===== src/rtl/sram_like_resp.sv =====
// sram_like_resp: SRAM-like bus responder in front of a single-cycle synchronous SRAM.
// Optional feature macro RAND_DELAY_EN adds LFSR-driven accept gating and response jitter.
module sram_like_resp #(
  parameter int OUTSTANDING = 2,
  parameter int RESP_DELAY  = 0
) (
  input  logic        clk,
  input  logic        reset,
  input  logic        req,
  input  logic        wr,
  input  logic [1:0]  size,
  input  logic [3:0]  wstrb,
  input  logic [31:0] addr,
  input  logic [31:0] wdata,
  output logic        addr_ok,
  output logic        data_ok,
  output logic [31:0] rdata,
  output logic        ram_en,
  output logic [3:0]  ram_wen,
  output logic [31:0] ram_addr,
  output logic [31:0] ram_wdata,
  input  logic [31:0] ram_rdata
);

  localparam int            PW        = (OUTSTANDING > 1) ? $clog2(OUTSTANDING) : 1;
  localparam logic [2:0]    OUT_MAX   = 3'(OUTSTANDING);
  localparam logic [PW-1:0] LAST_SLOT = PW'(OUTSTANDING - 1);

  function automatic logic [PW-1:0] ptr_inc(input logic [PW-1:0] p);
    return (p == LAST_SLOT) ? '0 : p + 1'b1;
  endfunction

  logic [2:0]             outst;
  logic [PW-1:0]          rd_ptr;
  logic [PW-1:0]          wr_ptr;
  logic [OUTSTANDING-1:0] buf_valid;
  logic [31:0]            buf_data [OUTSTANDING];
  logic [2:0]             buf_cnt  [OUTSTANDING];
  logic                   cap_pending;
  logic                   cap_is_write;
  logic [31:0]            cap_data;
  logic [2:0]             cap_cnt;
  logic                   rand_gate;
  logic                   accept;
  logic                   head_ready;
  logic                   bypass;
  logic                   unused_size;

  // Transfer size never affects byte enables; wstrb alone decides them.
  assign unused_size = ^size;

`ifdef RAND_DELAY_EN
  logic [15:0] lfsr;
  logic [3:0]  cnt_sum;

  always_ff @(posedge clk) begin
    if (reset) lfsr <= 16'h00A5;
    else       lfsr <= {lfsr[14:0], lfsr[15] ^ lfsr[13] ^ lfsr[12] ^ lfsr[10]};
  end

  assign rand_gate = lfsr[0];
  assign cnt_sum   = 4'(RESP_DELAY) + {2'b00, lfsr[3:2]};
  assign cap_cnt   = cnt_sum[3] ? 3'd7 : cnt_sum[2:0];
`else
  assign rand_gate = 1'b1;
  assign cap_cnt   = 3'(RESP_DELAY);
`endif

  // The capture cycle counts as the first delay cycle; a zero-delay capture that
  // is also the oldest transaction is returned straight from the SRAM output.
  assign cap_data   = cap_is_write ? 32'h0 : ram_rdata;
  assign head_ready = buf_valid[rd_ptr] && (buf_cnt[rd_ptr] == 3'd0);
  assign bypass     = cap_pending && !buf_valid[rd_ptr] && (cap_cnt == 3'd0);

  assign data_ok = !reset && (head_ready || bypass);
  assign rdata   = !data_ok ? 32'h0 : (head_ready ? buf_data[rd_ptr] : cap_data);
  assign addr_ok = !reset && rand_gate && ((outst < OUT_MAX) || data_ok);
  assign accept  = req && addr_ok;

  assign ram_en    = accept;
  assign ram_wen   = (accept && wr) ? wstrb : 4'b0000;
  assign ram_addr  = addr;
  assign ram_wdata = wdata;

  always_ff @(posedge clk) begin
    if (reset) begin
      buf_valid    <= '0;
      rd_ptr       <= '0;
      wr_ptr       <= '0;
      outst        <= 3'd0;
      cap_pending  <= 1'b0;
      cap_is_write <= 1'b0;
    end else begin
      cap_pending  <= accept;
      cap_is_write <= wr;

      if (head_ready) begin
        buf_valid[rd_ptr] <= 1'b0;
        rd_ptr            <= ptr_inc(rd_ptr);
      end

      if (cap_pending) begin
        if (bypass) begin
          rd_ptr <= ptr_inc(rd_ptr);
          wr_ptr <= ptr_inc(wr_ptr);
        end else begin
          buf_valid[wr_ptr] <= 1'b1;
          wr_ptr            <= ptr_inc(wr_ptr);
        end
      end

      if (accept && !data_ok)      outst <= outst + 3'd1;
      else if (!accept && data_ok) outst <= outst - 3'd1;
    end
  end

  // NOTE: payload storage is deliberately not reset; buf_valid alone decides
  // whether an entry means anything, so clearing the data would only cost logic.
  always_ff @(posedge clk) begin
    for (int i = 0; i < OUTSTANDING; i++) begin
      if (buf_valid[i] && (buf_cnt[i] != 3'd0)) buf_cnt[i] <= buf_cnt[i] - 3'd1;
    end
    if (cap_pending && !bypass) begin
      buf_data[wr_ptr] <= cap_data;
      buf_cnt[wr_ptr]  <= (cap_cnt == 3'd0) ? 3'd0 : cap_cnt - 3'd1;
    end
  end

endmodule


===== config.mk =====
export PLATFORM = sky130hd
export DESIGN_NAME = sram_like_resp
export DESIGN_NICKNAME = d
export VERILOG_FILES = /design/src/rtl/sram_like_resp.sv
export SDC_FILE = /design/constraint.sdc
export NUM_CORES = 1
export LEC_CHECK = 0
export BUFFER_PORTS_ARGS = -buffer_cell sky130_fd_sc_hd__buf_2
export CORE_UTILIZATION = 40
export DETAILED_ROUTE_END_ITERATION = 8
export GPL_TIMING_DRIVEN = 0
export HOLD_SLACK_MARGIN = 0.1
export PLACE_DENSITY_LB_ADDON = 0.3
export SYNTH_ARGS = -nofsm -noshare
export SYNTH_HDL_FRONTEND = slang
export SYNTH_SLANG_ARGS = --single-unit
export TNS_END_PERCENT = 50

===== constraint.sdc =====
create_clock -name clk -period 3 [get_ports clk]
set_input_delay 0.15 -clock clk [delete_from_list [all_inputs] [get_ports clk]]
set_output_delay 0.15 -clock clk [all_outputs]
set_load 0.05 [all_outputs]

==> results.md, run 1 <==
- The run finished with clean final reports.
- The longest clock path from root to sink contains 2 buffers.
- The final instance area is 5340 um2.
- In the final layout, the share of cells above drive strength 1 is 45.08%.
- At the later pin of the worst-skew pair, clock insertion delay measures roughly 0.35 ns.
- The floorplan step set the die width to between 100 and 150 um.
- Setup repair after global routing left no endpoint under its margin.
- The post-synthesis area per instance is 11.39 um2.
- The area share of the largest cell type after synthesis is 46.10%.
- The most common cell in the synthesized netlist is buf_4.
- The hold path startpoint is ram_rdata[20].
- The via count of the first global-routing pass is 3159.
- Overall power consumption after layout is estimated at just under 0.003 W.
- The synthesized netlist cell count is between 300 and 400.
- The number of enable flip-flop cells after synthesis is 64.
- The fmax is 353.1 MHz.
- Across the run, the number of max-cap violations was 0.
- Buffers placed on the I/O ports in this run total 142.
- The final critical-path required period is 2.832 ns.
- Entering global routing, the biggest net connects 36 pins.
- The total clock sinks is 79.
- The largest area contributor in the synthesized netlist is edfxtp_1.
- The area of the core region is around 10000 um2.
- The maximum ir drop on the vdd rail is 285.3 uV.
- During synthesis, Yosys emitted a total of 0 warnings.
- The power per cell area is between 500 and 600 nW/um2.
- The total overflow left after global routing is 0.
- The level count of the clock H-tree is 3.
- The total detailed-routing wirelength is around 9100 um.
- The total vias in the final route is 3188.
- The worst setup path is of the reg2reg kind.
- The pre-CTS setup slack is -0.04798 ns.
- The number of antenna violations at the first check in global routing came to 0.
- The endpoint arrival time on the critical path is 3.10 ns.
- The growth of design area from synthesis to finish is 28.09%.
- The register-to-register setup slack is 0.17 ns.
- The number of detailed-route iterations in the first pass is 5.
- The worst setup path is captured at a flip-flop.
- The total count of hold-check failures in the final report is 0.
- The die covers ~11000 um2.
- The worst register-to-register path begins at rd_ptr$_SDFF_PP0_.
- Between clock sinks in the finished design, the worst skew comes to 0.007391 ns.
- Row generation in the floorplan step produced 36 rows.
- The largest fanout of any net on the critical path is 7.
- In the final design database the tool counted about 640 nets.
- The HPWL after detailed placement is 6507 um.
- Across all setup checks in the final design, the least slack found is 0.1676 ns.
- In this run the cell area of the synthesized design comes to 4169 um2.
- For this design the top-level I/O count stands at 209.
- Setup violations remaining at the end of the flow were counted as 0.
- For the pin with the worst max-slew slack, the measured transition is approximately 0.86 ns.
- The die is 104.1 um tall.
- In this run, synthesis produced a sequential element count of 79.
- Of the available clock period, the critical path in the final layout requires 94.41%.
- The number of slew-limit violations in the final report is 0.
- The wire length per cell after detailed routing is 13.80 um.
- The worst hold path belongs to the class in2reg.
- The proportion of register bits with asynchronous set or reset after synthesis is 0%.
- STA classifies the critical path startpoint as a flip-flop.
- Yosys mapped the design onto 36 distinct sky130hd cell types.
- TritonCTS built the clock tree.
- The start point of the critical path is rd_ptr$_SDFF_PP0_.
- The number of DRC violations after detailed routing is 0.
- The end of the critical path is outst[2]$_SDFFE_PP0P_.
- The first global-routing pass estimated around 15000 um of wire.
- The number of clock buffers inserted by TritonCTS is 9.
- Routability-driven placement finished with a final weighted congestion of 0.7548.
- The commonest cells after synthesis are buf_4 (65), edfxtp_1 (64), nor2b_1 (37).
- The total of fill cells in the finished design is between 900 and 1000.
- The overall routing resource usage is 17.42%.
- Measured against its own limit, the worst slew margin works out to 42.43%.
- The synthesized net count is around 480.
- For this run, the register share of the synthesized area comes to 53.30%.
- The number of diodes added for antenna fixing is 0.
- For this run, the leading register cell type out of synthesis is edfxtp_1.
- In this run the clock root is driven by a clkbuf_8.
- In this run the static leakage power is 2.248 nW.
- The total cell area at the placement stage is around 5100 um2.
- By area the synthesized netlist is led by edfxtp_1 (46%), buf_4 (12%), mux2i_1 (8.2%), dfxtp_1 (7.2%), nor2b_1 (5.6%).
- The post-CTS setup-driven buffer insertion count is 0.
- The via density per instance is 4.823.
- Once the floorplan was initialized, standard cells occupied a little over two fifths of the core.
- STA puts the critical path data required time at 3.27 ns.
- The first routing iteration left 80 violations.
- The clock-pin transition on the worst setup and hold timing paths is ~0.090 ns.
- The depth of the most critical reg-to-reg path is 10.
- The endpoint identified for the worst register-to-register timing path is outst[2]$_SDFFE_PP0P_.
- In this run the remaining antenna-violating nets after routing total 0.
per-layer routing:
layer	vias up	global-route usage [%]	wire length, um
li1	1546	-	-
met1	1475	20.74	3796
met2	155	31.14	4613
met3	12	2.757	575
met4	0	7.245	136
met5	-	0	0
stage by stage:
stage | hold WS, ns | std cells | util, % | setup TNS (ns)
floorplan | 0.2782 | 366 | - | 0
detailed placement | 0.4612 | 643 | 51.18 | -0.04798
global route | 0.1891 | 661 | 53.64 | 0
CTS | 0.1726 | 662 | 53.68 | 0
finish | 0.1800 | 661 | 53.64 | 0
global placement | 0.4402 | 641 | 50.80 | -12.94
where the power goes:
group	leakage, nW	switching [W]	internal (W)
Clock	0.0998	0.000390	0.000471
Combinational	1.45	0.000551	0.000297
Sequential	0.703	0.0000388	0.00122
registers in the layout, summed over array words and instances, names as in the netlist:
| name | count |
|---|---|
| buf_data | 64 |
| buf_cnt | 6 |
| outst | 3 |
| buf_valid | 2 |
| cap_is_write | 1 |
| cap_pending | 1 |
| rd_ptr | 1 |
| wr_ptr | 1 |
layout by cell type (no fill, tap or decap), types with 2 or more instances in the layout:
cell / instances
buf_2: 148
buf_4: 65
edfxtp_1: 64
nor2b_1: 37
nand3_1: 36
mux2i_1: 33
o21ai_1: 32
dfxtp_1: 15
clkbuf_1: 13
nor2_1: 12
clkbuf_8: 9
inv_1: 8
a21oi_1: 7
a211oi_1: 5
ha_1: 5
xnor2_1: 3
dlygate4sd3_1: 3
buf_6: 2
xor2_1: 2
nor3b_1: 2
clkinvlp_4: 2
bufinv_16: 2
buf_8: 2
final cells by class:
| type | count | area (um2) | area share [%] |
|---|---|---|---|
| Buffer | 84 | 581.8 | 10.90 |
| Timing Repair Buffer | 147 | 770.7 | 14.43 |
| Sequential cell | 79 | 2222 | 41.61 |
| Clock buffer | 11 | 131.4 | 2.460 |
| Tap cell | 133 | 166.4 | 3.116 |
| Multi-Input combinational cell | 194 | 1354 | 25.35 |
| Clock inverter | 5 | 83.83 | 1.570 |
| Inverter | 8 | 30.03 | 0.5623 |
cell families after synthesis:
group / count (synthesis) / synth area share [%]
AND/OR/NAND/NOR: 96 / 13.41
buffers and inverters: 93 / 14.77
flip-flops: 79 / 53.30
AO/OA/AOI/OAI: 52 / 7.053
multiplexers: 35 / 8.433
adder cells (fa/ha/maj): 6 / 1.981
XOR/XNOR: 5 / 1.051
worst min-delay path by stage:
stage | depth (start not counted) | end
floorplan | 1 | cap_is_write$_SDFF_PP0_
global placement | 2 | cap_is_write$_SDFF_PP0_
detailed placement | 2 | cap_is_write$_SDFF_PP0_
CTS | 2 | buf_data[0][20]$_DFFE_PP_
global route | 2 | buf_data[1][21]$_DFFE_PP_
finish | 2 | buf_data[0][20]$_DFFE_PP_
worst max-delay path, stage by stage (launching register included):
cell and delay (ns):
dfxtp_1 0.33, buf_6 0.13, mux2i_2 0.50, a21oi_1 0.34
a21boi_4 0.24, ha_1 0.20, inv_1 0.06, fa_1 0.37
xor2_1 0.15, or3_1 0.30, a21oi_1 0.15
what timing repair did:
action / 4_1_cts / 5_1_grt
endpoints found under the setup margin: 1 / 1
hold endpoints to repair: 3 / 0
hold buffers: 3 / 0
pin swaps: 0 / 1
gates resized for setup: 1 / 0
Note: power is estimated with default switching activity, not from simulation.
==> run 2, diff against run 1 <==
--- a/config.mk
+++ b/config.mk
@@ -5,6 +5,7 @@
 export SDC_FILE = /design/constraint.sdc
 export NUM_CORES = 1
 export LEC_CHECK = 0
+export ABC_AREA = 1
 export BUFFER_PORTS_ARGS = -buffer_cell sky130_fd_sc_hd__buf_2
 export CORE_UTILIZATION = 40
 export DETAILED_ROUTE_END_ITERATION = 8
==> run 2 against run 1 <==
  * Global-route usage up 0.090 points
  * Wire length up 9.5%
  * Sequential power down 4%
  * Worst setup slack better by 0.39 ns
  * Clock power down 11%
  * Die area up 5.2%
  * Count of clock-buffer cells in the layout down 1
  * Clock skew up 0.0046 ns
  * Non-clock buffer count down 3
  * Worst hold slack worse by 0.065 ns
  * Sequential share of layout area down 1.3 points
  * Total power down 10%
  * Critical path type unchanged
  * Critical endpoint unchanged
  * Largest cell class unchanged
  * Highest routed layer unchanged
==> results.md, run 2 <==
- The cell area after technology mapping is 4390 um2.
- During placement, the flow inserted port buffers numbering roughly 140.
- The worst setup path is of the reg2reg kind.
- The static leakage power is roughly 2.8 nW.
- The die boundary height is 106.8 um.
- Setup repair after global routing left no endpoint under its margin.
- VDD sags by at most between 200 and 300 uV.
- The final layout contains routed wiring with a total length of 9990 um.
- The basic-gate share of the synthesized area counting and, or, nand and nor cells is 21.52%.
- Of the total power, the clock network draws 28.6%.
- The sum of overflow across all layers after global routing is 0.
- The effective utilization at floorplan is 41.96%.
- The via count of the first global-routing pass is 3344.
- For the worst setup path, the data arrival time is between 2 and 3 ns.
- The total count of hold-check failures in the final report was 0.
- The register with the most flip-flops in the layout has 64 of them.
- The worst register-to-register path begins at rd_ptr$_SDFF_PP0_.
- The class of the tightest hold or removal check is in2reg.
- In the final layout, the registers with the most flip-flops are buf_data x64, buf_cnt x6, outst x3.
- The portion of the clock cycle consumed by the worst path in the final layout is 81.39%.
- Buffers inserted to repair hold after CTS numbered 2.
- The HPWL after detailed placement is 7138 um.
- The share of synthesized area in the top cell type comes to 43.77%.
- The sequential fraction of design power is 45.5%.
- The first detailed-routing pass took 4 iterations.
- The distinct cell type count after synthesis is 24.
- The switching power summed over all nets is 0.0008838 W.
- In the synthesized netlist the async set-or-reset flop fraction comes to 0%.
- The combinational family with the most area after synthesis is simple AND/OR/NAND/NOR gates.
- In this run switching power makes up 33.10% of total power.
- The initialized floorplan defines 37 standard-cell rows.
- The start point of the critical path is rd_ptr$_SDFF_PP0_.
- The number of clock buffers inserted by TritonCTS is 9.
- The predominant post-synthesis flop cell is edfxtp_1.
- For the final routed database, the setup TNS stands at 0 ns.
- The signal on the critical path passes through buf_4 > inv_4 > nand2_2 > nand2_2 > nand3_2 > nand3_4 > buf_4 > ha_1 > inv_1 > fa_1 > a21oi_1 > o21ai_0 > o21ai_0 > a21oi_1.
- The final critical-path required period is 2.442 ns.
- The H-tree was split into 3 levels.
- The chip width is 106.8 um.
- The fmax is 409.6 MHz.
- The post-route netlist has 38.37% of its cells at a drive strength greater than 1.
- The final estimated routing congestion in global placement is 0.7592.
- Max-cap violations in this run came to 0.
- At the pin with the least slew margin, the transition time is about 0.76 ns.
- The sequential element share of the synthesized area is 50.61%.
- The largest individual stage delay along the critical path comes from the cell fa_1.
- The die covers 11400 um2.
- The setup violation total in the final timing report is 0.
- The most common cell after layout, fill and taps aside is nand2_1.
- Compared with the post-synthesis result, the final layout area differs by 25.45%.
- The post-CTS setup-driven buffer insertion count is 0.
- Once layout is done, the placed cells without fillers occupy between 5000 and 6000 um2.
- The post-synthesis area per instance is 8.542 um2.
- After detailed routing, the number of remaining DRC violations is 0.
- The detailed router placed ~3600 vias in this run.
- The kind of end point of the critical path is a flip-flop.
- The later pin in the worst-skew pair is clocked with a latency of roughly 0.35 ns.
- The wire length per cell after detailed routing is 12.32 um.
- The number of slew-limit violations in the final report is 0.
- The endpoint of the worst-slack reg-to-reg timing path is outst[2]$_SDFFE_PP0P_.
- The run finished with clean final reports.
- The cell internal power dissipation is 0.001787 W.
- The number of antenna violations at the first check in global routing is 0.
- By area the synthesized netlist is led by edfxtp_1 (44%), nand2_1 (15%), buf_4 (12%), dfxtp_1 (6.8%), inv_1 (5.0%).
- On the worst path, the slowest cell contributes a delay of 0.38 ns.
- The register bank with the most flops is buf_data.
- The worst pin sits at a relative slew slack of 49.13%.
- The synthesized netlist devotes around 6.7% of its cell area to compound gates.
- The total cell area at the placement stage is 5299 um2.
- Counting along the longest clock path gives a buffer depth of 2.
- On the final layout, the worst clock skew is 0.01198 ns.
- The layout net count is 782.
- Of the total synthesized cell area, the portion taken by full adders, half adders and majority gates is between 1.5 and 2%.
- The clock-pin transition on the worst setup and hold timing paths is 0.08 ns.
- TritonCTS built the clock tree.
- The number of gates resized after CTS was 0.
- By instance count, the leading cell after synthesis is nand2_1.
- The worst register-to-register path has a setup slack of about 0.56 ns.
- The count of state elements after synthesis is between 70 and 80.
- The Yosys step of the flow raised 0 warnings.
- For this block, the initial DRC count from the detailed router was between 100 and 150.
- The number of nets still failing antenna checks after routing is 0.
- The worst setup path is launched from a flip-flop.
- Entering global routing, the biggest net connects 34 pins.
- The buffer cell driving the clock tree root is clkbuf_8.
- The area of the core region is 10460 um2.
- The overall routing resource usage is 17.51%.
- CTS saw 79 sinks.
- For this design the ratio of total power to cell area is 484.9 nW/um2.
- The commonest cells after synthesis are nand2_1 (176), buf_4 (68), edfxtp_1 (64).
- The depth of the most critical reg-to-reg path is 14.
- The first global-routing pass estimated 15410 um of wire.
- In this run, synthesis inferred 64 flip-flops with an integrated enable.
- 0 antenna diodes ended up in the layout.
- Of the post-synthesis cell area, the part taken by muxes is 0%.
- In this run the worst path has a maximum fanout of 10.
- The via density per instance is 4.451.
- For the worst setup path, the data required time is 3.23 ns.
- The combinational cell fraction of total power is 25.9%.
- The synthesized netlist cell count is 514.
- When the netlist entered floorplanning its net count stood at 626.
- The area share of xor/xnor cells in the synthesized design is 0.5985%.
- The library cells used most frequently in the layout, excluding fill and tap cells, are nand2_1 (176), buf_2 (145), buf_4 (68), edfxtp_1 (64), inv_1 (57).
- The largest area contributor in the synthesized netlist is edfxtp_1.
- Following the worst setup path forward leads to its endpoint at outst[2]$_SDFFE_PP0P_.
- For this design the top-level I/O count stands at 209.
- After layout, the design draws a total of 0.002670 W.
## run 2: cell types whose count changed after synthesis, moves of 32 or more
cell,before,now
mux2i_1,34,0
o21ai_1,32,0
inv_1,8,58
nor2b_1,37,0
nand3_1,36,3
nand2_1,1,176
## run 2: layout make-up
class | count | area, um2
buffer | 83 | 593.1
sequential | 79 | 2222
fill | 1007 | 4955
tap | 136 | 170.2
multi-input combinational | 292 | 1346
timing repair buffer | 145 | 758.2
clock inverter | 6 | 61.31
clock buffer | 10 | 127.6
inverter | 60 | 229.0
## run 2: power groups by stage
stage / logic, W / registers (W) / clock network, W
finish: 0.000691 / 0.00121 / 0.000765
global route: 0.000747 / 0.00122 / 0.000833
CTS: 0.000698 / 0.00122 / 0.000782
detailed placement: 0.000692 / 0.00124 / 0
global placement: 0.000682 / 0.00124 / 0
floorplan: 0.000543 / 0.00124 / 0
## run 2: worst min path at each step
stage               startpoint                      end  cells past startpoint
finish                     req   cap_pending$_SDFF_PP0_                      2
global route               req   cap_pending$_SDFF_PP0_                      2
detailed placement       reset  buf_valid[0]$_SDFF_PP0_                      2
global placement         reset  buf_valid[1]$_SDFF_PP0_                      2
floorplan                reset  buf_valid[0]$_SDFF_PP0_                      1
CTS                        req   cap_pending$_SDFF_PP0_                      2
## run 2: routing by layer
metal,GRT usage (%),vias up,routed length (um)
met4,4.599,0,108
met1,20.12,1600,3954
met3,3.708,10,737
li1,-,1848,-
met2,32.67,152,5190
met5,0,-,0
## run 2: cells by family (layout without fill, tap and decap cells)
family / after synthesis / count (layout)
fa+ha+maj: 6 / 6
compound gates: 50 / 50
flops: 79 / 79
simple gates: 233 / 233
xor+xnor: 3 / 3
buf+inv: 143 / 304
## run 2: through the flow
step / hold slack [ns] / setup WS [ns] / utilization (%) / instances
finish: 0.1153 / 0.5584 / 52.64 / 811
floorplan: 0.2191 / 0.1162 / - / 514
detailed placement: 0.3922 / 0.5674 / 50.65 / 793
global placement: 0.3915 / 0.5899 / 50.38 / 792
global route: 0.1115 / 0.3578 / 52.64 / 811
CTS: 0.1028 / 0.5521 / 52.64 / 811
## run 2: worst max-delay path, delay by kind of cell (launching register included)
family          cells  cell delay, ns
simple gates        4            0.45
fa+ha+maj           2            0.54
flops               1            0.30
buf+inv             4            0.55
compound gates      4            0.47
==> run 3, diff against run 2 <==
--- a/config.mk
+++ b/config.mk
@@ -5,7 +5,7 @@
 export SDC_FILE = /design/constraint.sdc
 export NUM_CORES = 1
 export LEC_CHECK = 0
-export ABC_AREA = 1
+export ABC_AREA = 0
 export BUFFER_PORTS_ARGS = -buffer_cell sky130_fd_sc_hd__buf_2
 export CORE_UTILIZATION = 40
 export DETAILED_ROUTE_END_ITERATION = 8
==> constraint.sdc (replaced) <==
create_clock -name clk -period 2.11 [get_ports clk]
set_input_delay 0.1055 -clock clk [delete_from_list [all_inputs] [get_ports clk]]
set_output_delay 0.1055 -clock clk [all_outputs]
set_load 0.05 [all_outputs]
==> run 3 against run 2 <==
  * Global-route usage about the same
  * Critical path depth decreased by 3
  * Sequential cell count unchanged
  * Wire length decreased by 1.9%
  * The run now ends with setup timing left
  * Clock skew decreased by 0.0034 ns
  * Total power increased by 59%
  * First-iteration DRC count decreased by 4.1%
  * Via count decreased by 8.9%
  * Critical path type unchanged
  * Die area decreased by 4.9%
  * Final area increased by 7.5%
==> results.md, run 3 (synthesis results as in run 1) <==
- The clock share of power is 25.5%.
- Once detail routing completed, the nets flagged for antenna violations numbered 0.
- The maximum ir drop on the vdd rail is between 400 and 500 uV.
- TritonCTS created 9 clock buffers.
- Setup repair after global routing could not meet its margin everywhere.
- Across every metal layer, demand over resource in global routing totals 17.56%.
- The area of the core region is roughly 10000 um2.
- Max-cap violations in this run came to 0.
- The power per cell area is 717.8 nW/um2.
- The slew of the pin with the lowest slew margin is between 0.8 and 0.9 ns.
- The total count of hold-check failures in the final report came to 0.
- The class of the tightest hold or removal check is in2reg.
- Counting tap cells, the placed design contains a total of 643 instances.
- The final reports fail on setup timing.
- The number of diodes added for antenna fixing is 0.
- The most common cell after layout, fill and taps aside is buf_2.
- For the finished layout, the period the worst path requires is 2.439 ns.
- The total detailed-routing wirelength is 9801 um.
- The final estimated routing congestion in global placement is 0.7850.
- The total cell area at the placement stage is 5129 um2.
- The total clock sinks is 79.
- At the end of the flow, the number of nets in the layout was 652.
- In the layout the commonest cells are buf_2 (105), buf_4 (93), edfxtp_1 (64), nor2b_1 (37), nand3_1 (34).
- Net switching is about a third of the power.
- The number of antenna violations at the first check in global routing is 0.
- For this run, the top clock speed supported by timing is 410.0 MHz.
- The sum of overflow across all layers after global routing is 0.
- The via count of the first global-routing pass came to 3207.
- The pin count of the biggest net entering global routing is 36.
- Cell internal power was estimated by the tool at between 0.002 and 0.003 W.
- The level count of the clock H-tree is 3.
- The clock passes through at most 2 buffers.
- The HPWL after detailed placement is 6431 um.
- After detailed routing, the number of vias per cell comes to 4.853.
- The worst setup path is launched from a flip-flop.
- The largest fanout of any net on the critical path is 2.
- The effective utilization at floorplan is 41.88%.
- After detailed routing, the average wire length per cell comes to approximately 14 um.
- The path type of the worst setup path is reg2reg.
- The die boundary height is 104.1 um.
- The placement row count is 36.
- The first routing iteration left 116 violations.
- The number of detailed-route iterations in the first pass is 4.
- In the final layout, the registers with the most flip-flops are buf_data x64, buf_cnt x6, outst x3.
- Detailed routing inserted a total of 3290 vias.
- The post-layout instance count excluding filler cells is 678.
- The floorplan step defined a die boundary enclosing 10830 um2.
- The analysis attributes to net switching a power of 0.001441 W.
- The die is about 100 um wide.
- For this run, design rule violations remaining after detail routing come to 0.
- The register bank with the most flops is buf_data.
- The portion of the clock cycle consumed by the worst path in the final layout is 115.6%.
- The number of slew-limit violations in the final report came to 0.
- The cell sitting at the root of the clock tree is a clkbuf_8.
- The CTS tree is done.
- At the worst endpoint, the arrival time is 2.71 ns.
- Input and output buffers added on the ports amount to 142.
- The flow ran to the end, but the final reports show violations.
- The clock-pin transition on the worst setup and hold timing paths is 0.08 ns.
- The clock skew after layout is about 0.0086 ns.
- The worst setup path is captured at a flip-flop.
- The total of fill cells in the finished design is 830.
- For this design the static power due to leakage is approximately 2.5 nW.
- Setup violations remaining at the end of the flow were counted as 26.
- Of the total power, combinational logic draws ~32%.
- The final setup slack of the worst path is -0.3289 ns.
- At the later pin of the worst-skew pair, clock insertion delay measures about 0.35 ns.
- For the worst setup path, the data required time is 2.38 ns.
- The growth of design area from synthesis to finish is 42.05%.
- Of the cells placed in the final design, the portion with a size suffix greater than 1 is 54.31%.
- The sequential fraction of design power is between 40% and 50%.
- The first global-routing pass estimated 15080 um of wire.
- The flip-flop count of the largest register, all copies and words added is 64.
- The worst hold slack is roughly 0.16 ns.
- With fillers left out, the area of the finished cells amounts to 5922 um2.
- Measured against its own limit, the worst slew margin works out to 41.48%.
- Pin placement for this block handled about 210 I/O pins.
-- run 3: cell count changes in the layout (fill, tap and decap cells not counted), sizes merged, moves of 24 or more --
cell / previous run / this run
nor2: 45 / 12
mux2i: 0 / 34
a21oi: 39 / 7
o21ai: 9 / 33
nand3: 6 / 36
inv: 59 / 8
nand2: 182 / 1
nor2b: 0 / 37
-- run 3: final cells by class --
cell class                      count  area, um2  area share [%]
Inverter                            8      30.03          0.5071
Tap cell                          133      166.4           2.810
Clock inverter                      7      63.81           1.078
Clock buffer                        9      123.9           2.092
Timing Repair Buffer              164       1145           19.33
Multi-Input combinational cell    194       1509           25.48
Buffer                             84      651.9           11.01
Sequential cell                    79       2232           37.69
-- run 3: repair_timing --
| item | in CTS | in global routing |
|---|---|---|
| buffers inserted | 12 | 7 |
| resized for setup | 35 | 134 |
| endpoints found under the hold margin | 3 | 0 |
| hold buffers | 3 | 0 |
| setup endpoints to repair | 41 | 39 |
| pin swaps | 6 | 5 |
| gates cloned | 1 | 0 |
-- run 3: path summary, 6_finish.rpt --
kind                                            startpoint                        end  slack (ns)  depth (start not counted)
worst max-delay path            buf_cnt[0][0]$_SDFFE_PP0P_      outst[2]$_SDFFE_PP0P_       -0.33                         11
worst min register to register       outst[2]$_SDFFE_PP0P_      outst[2]$_SDFFE_PP0P_        0.49                          2
worst max register to register  buf_cnt[0][0]$_SDFFE_PP0P_      outst[2]$_SDFFE_PP0P_       -0.33                         11
worst min-delay path                         ram_rdata[23]  buf_data[0][23]$_DFFE_PP_        0.16                          2
-- run 3: layer usage --
layer  wire (um)  vias to the layer above  track usage [%]
met2        5064                      156            31.24
met3         664                       12            3.634
met5           0                        -                0
met4         134                        0            5.306
li1            -                     1579                -
met1        3937                     1543            21.26
-- run 3: power by group through the flow --
stage | Clock (W) | Combinational [W] | Sequential, W
after global routing | 0.00117 | 0.00146 | 0.00180
after global placement | 0 | 0.00121 | 0.00181
after detailed placement | 0 | 0.00124 | 0.00182
after CTS | 0.00110 | 0.00128 | 0.00179
after floorplan | 0 | 0.000996 | 0.00180
final | 0.00108 | 0.00137 | 0.00180
-- run 3: stage by stage --
step                setup WS (ns)  setup TNS, ns  total power [W]  utilization, %
floorplan                 -0.6302         -13.93         0.002800               -
global placement           -1.322         -60.30         0.003022           51.02
detailed placement        -0.8324         -3.649         0.003053           51.52
CTS                       -0.3413         -3.800         0.004168           55.91
global route              -0.4247         -6.170         0.004434           59.49
finish                    -0.3289         -2.517         0.004251           59.49
-- run 3: critical path, cell delays in order, from the launching register on --
cell and delay, ns:
dfxtp_4 0.36, nor4_4 0.30, o211ai_1 0.17, buf_4 0.18, buf_8 0.12, a21boi_4 0.14, ha_4 0.15, inv_2 0.03
fa_2 0.32, xor2_1 0.15, or3_1 0.30, a21oi_1 0.14
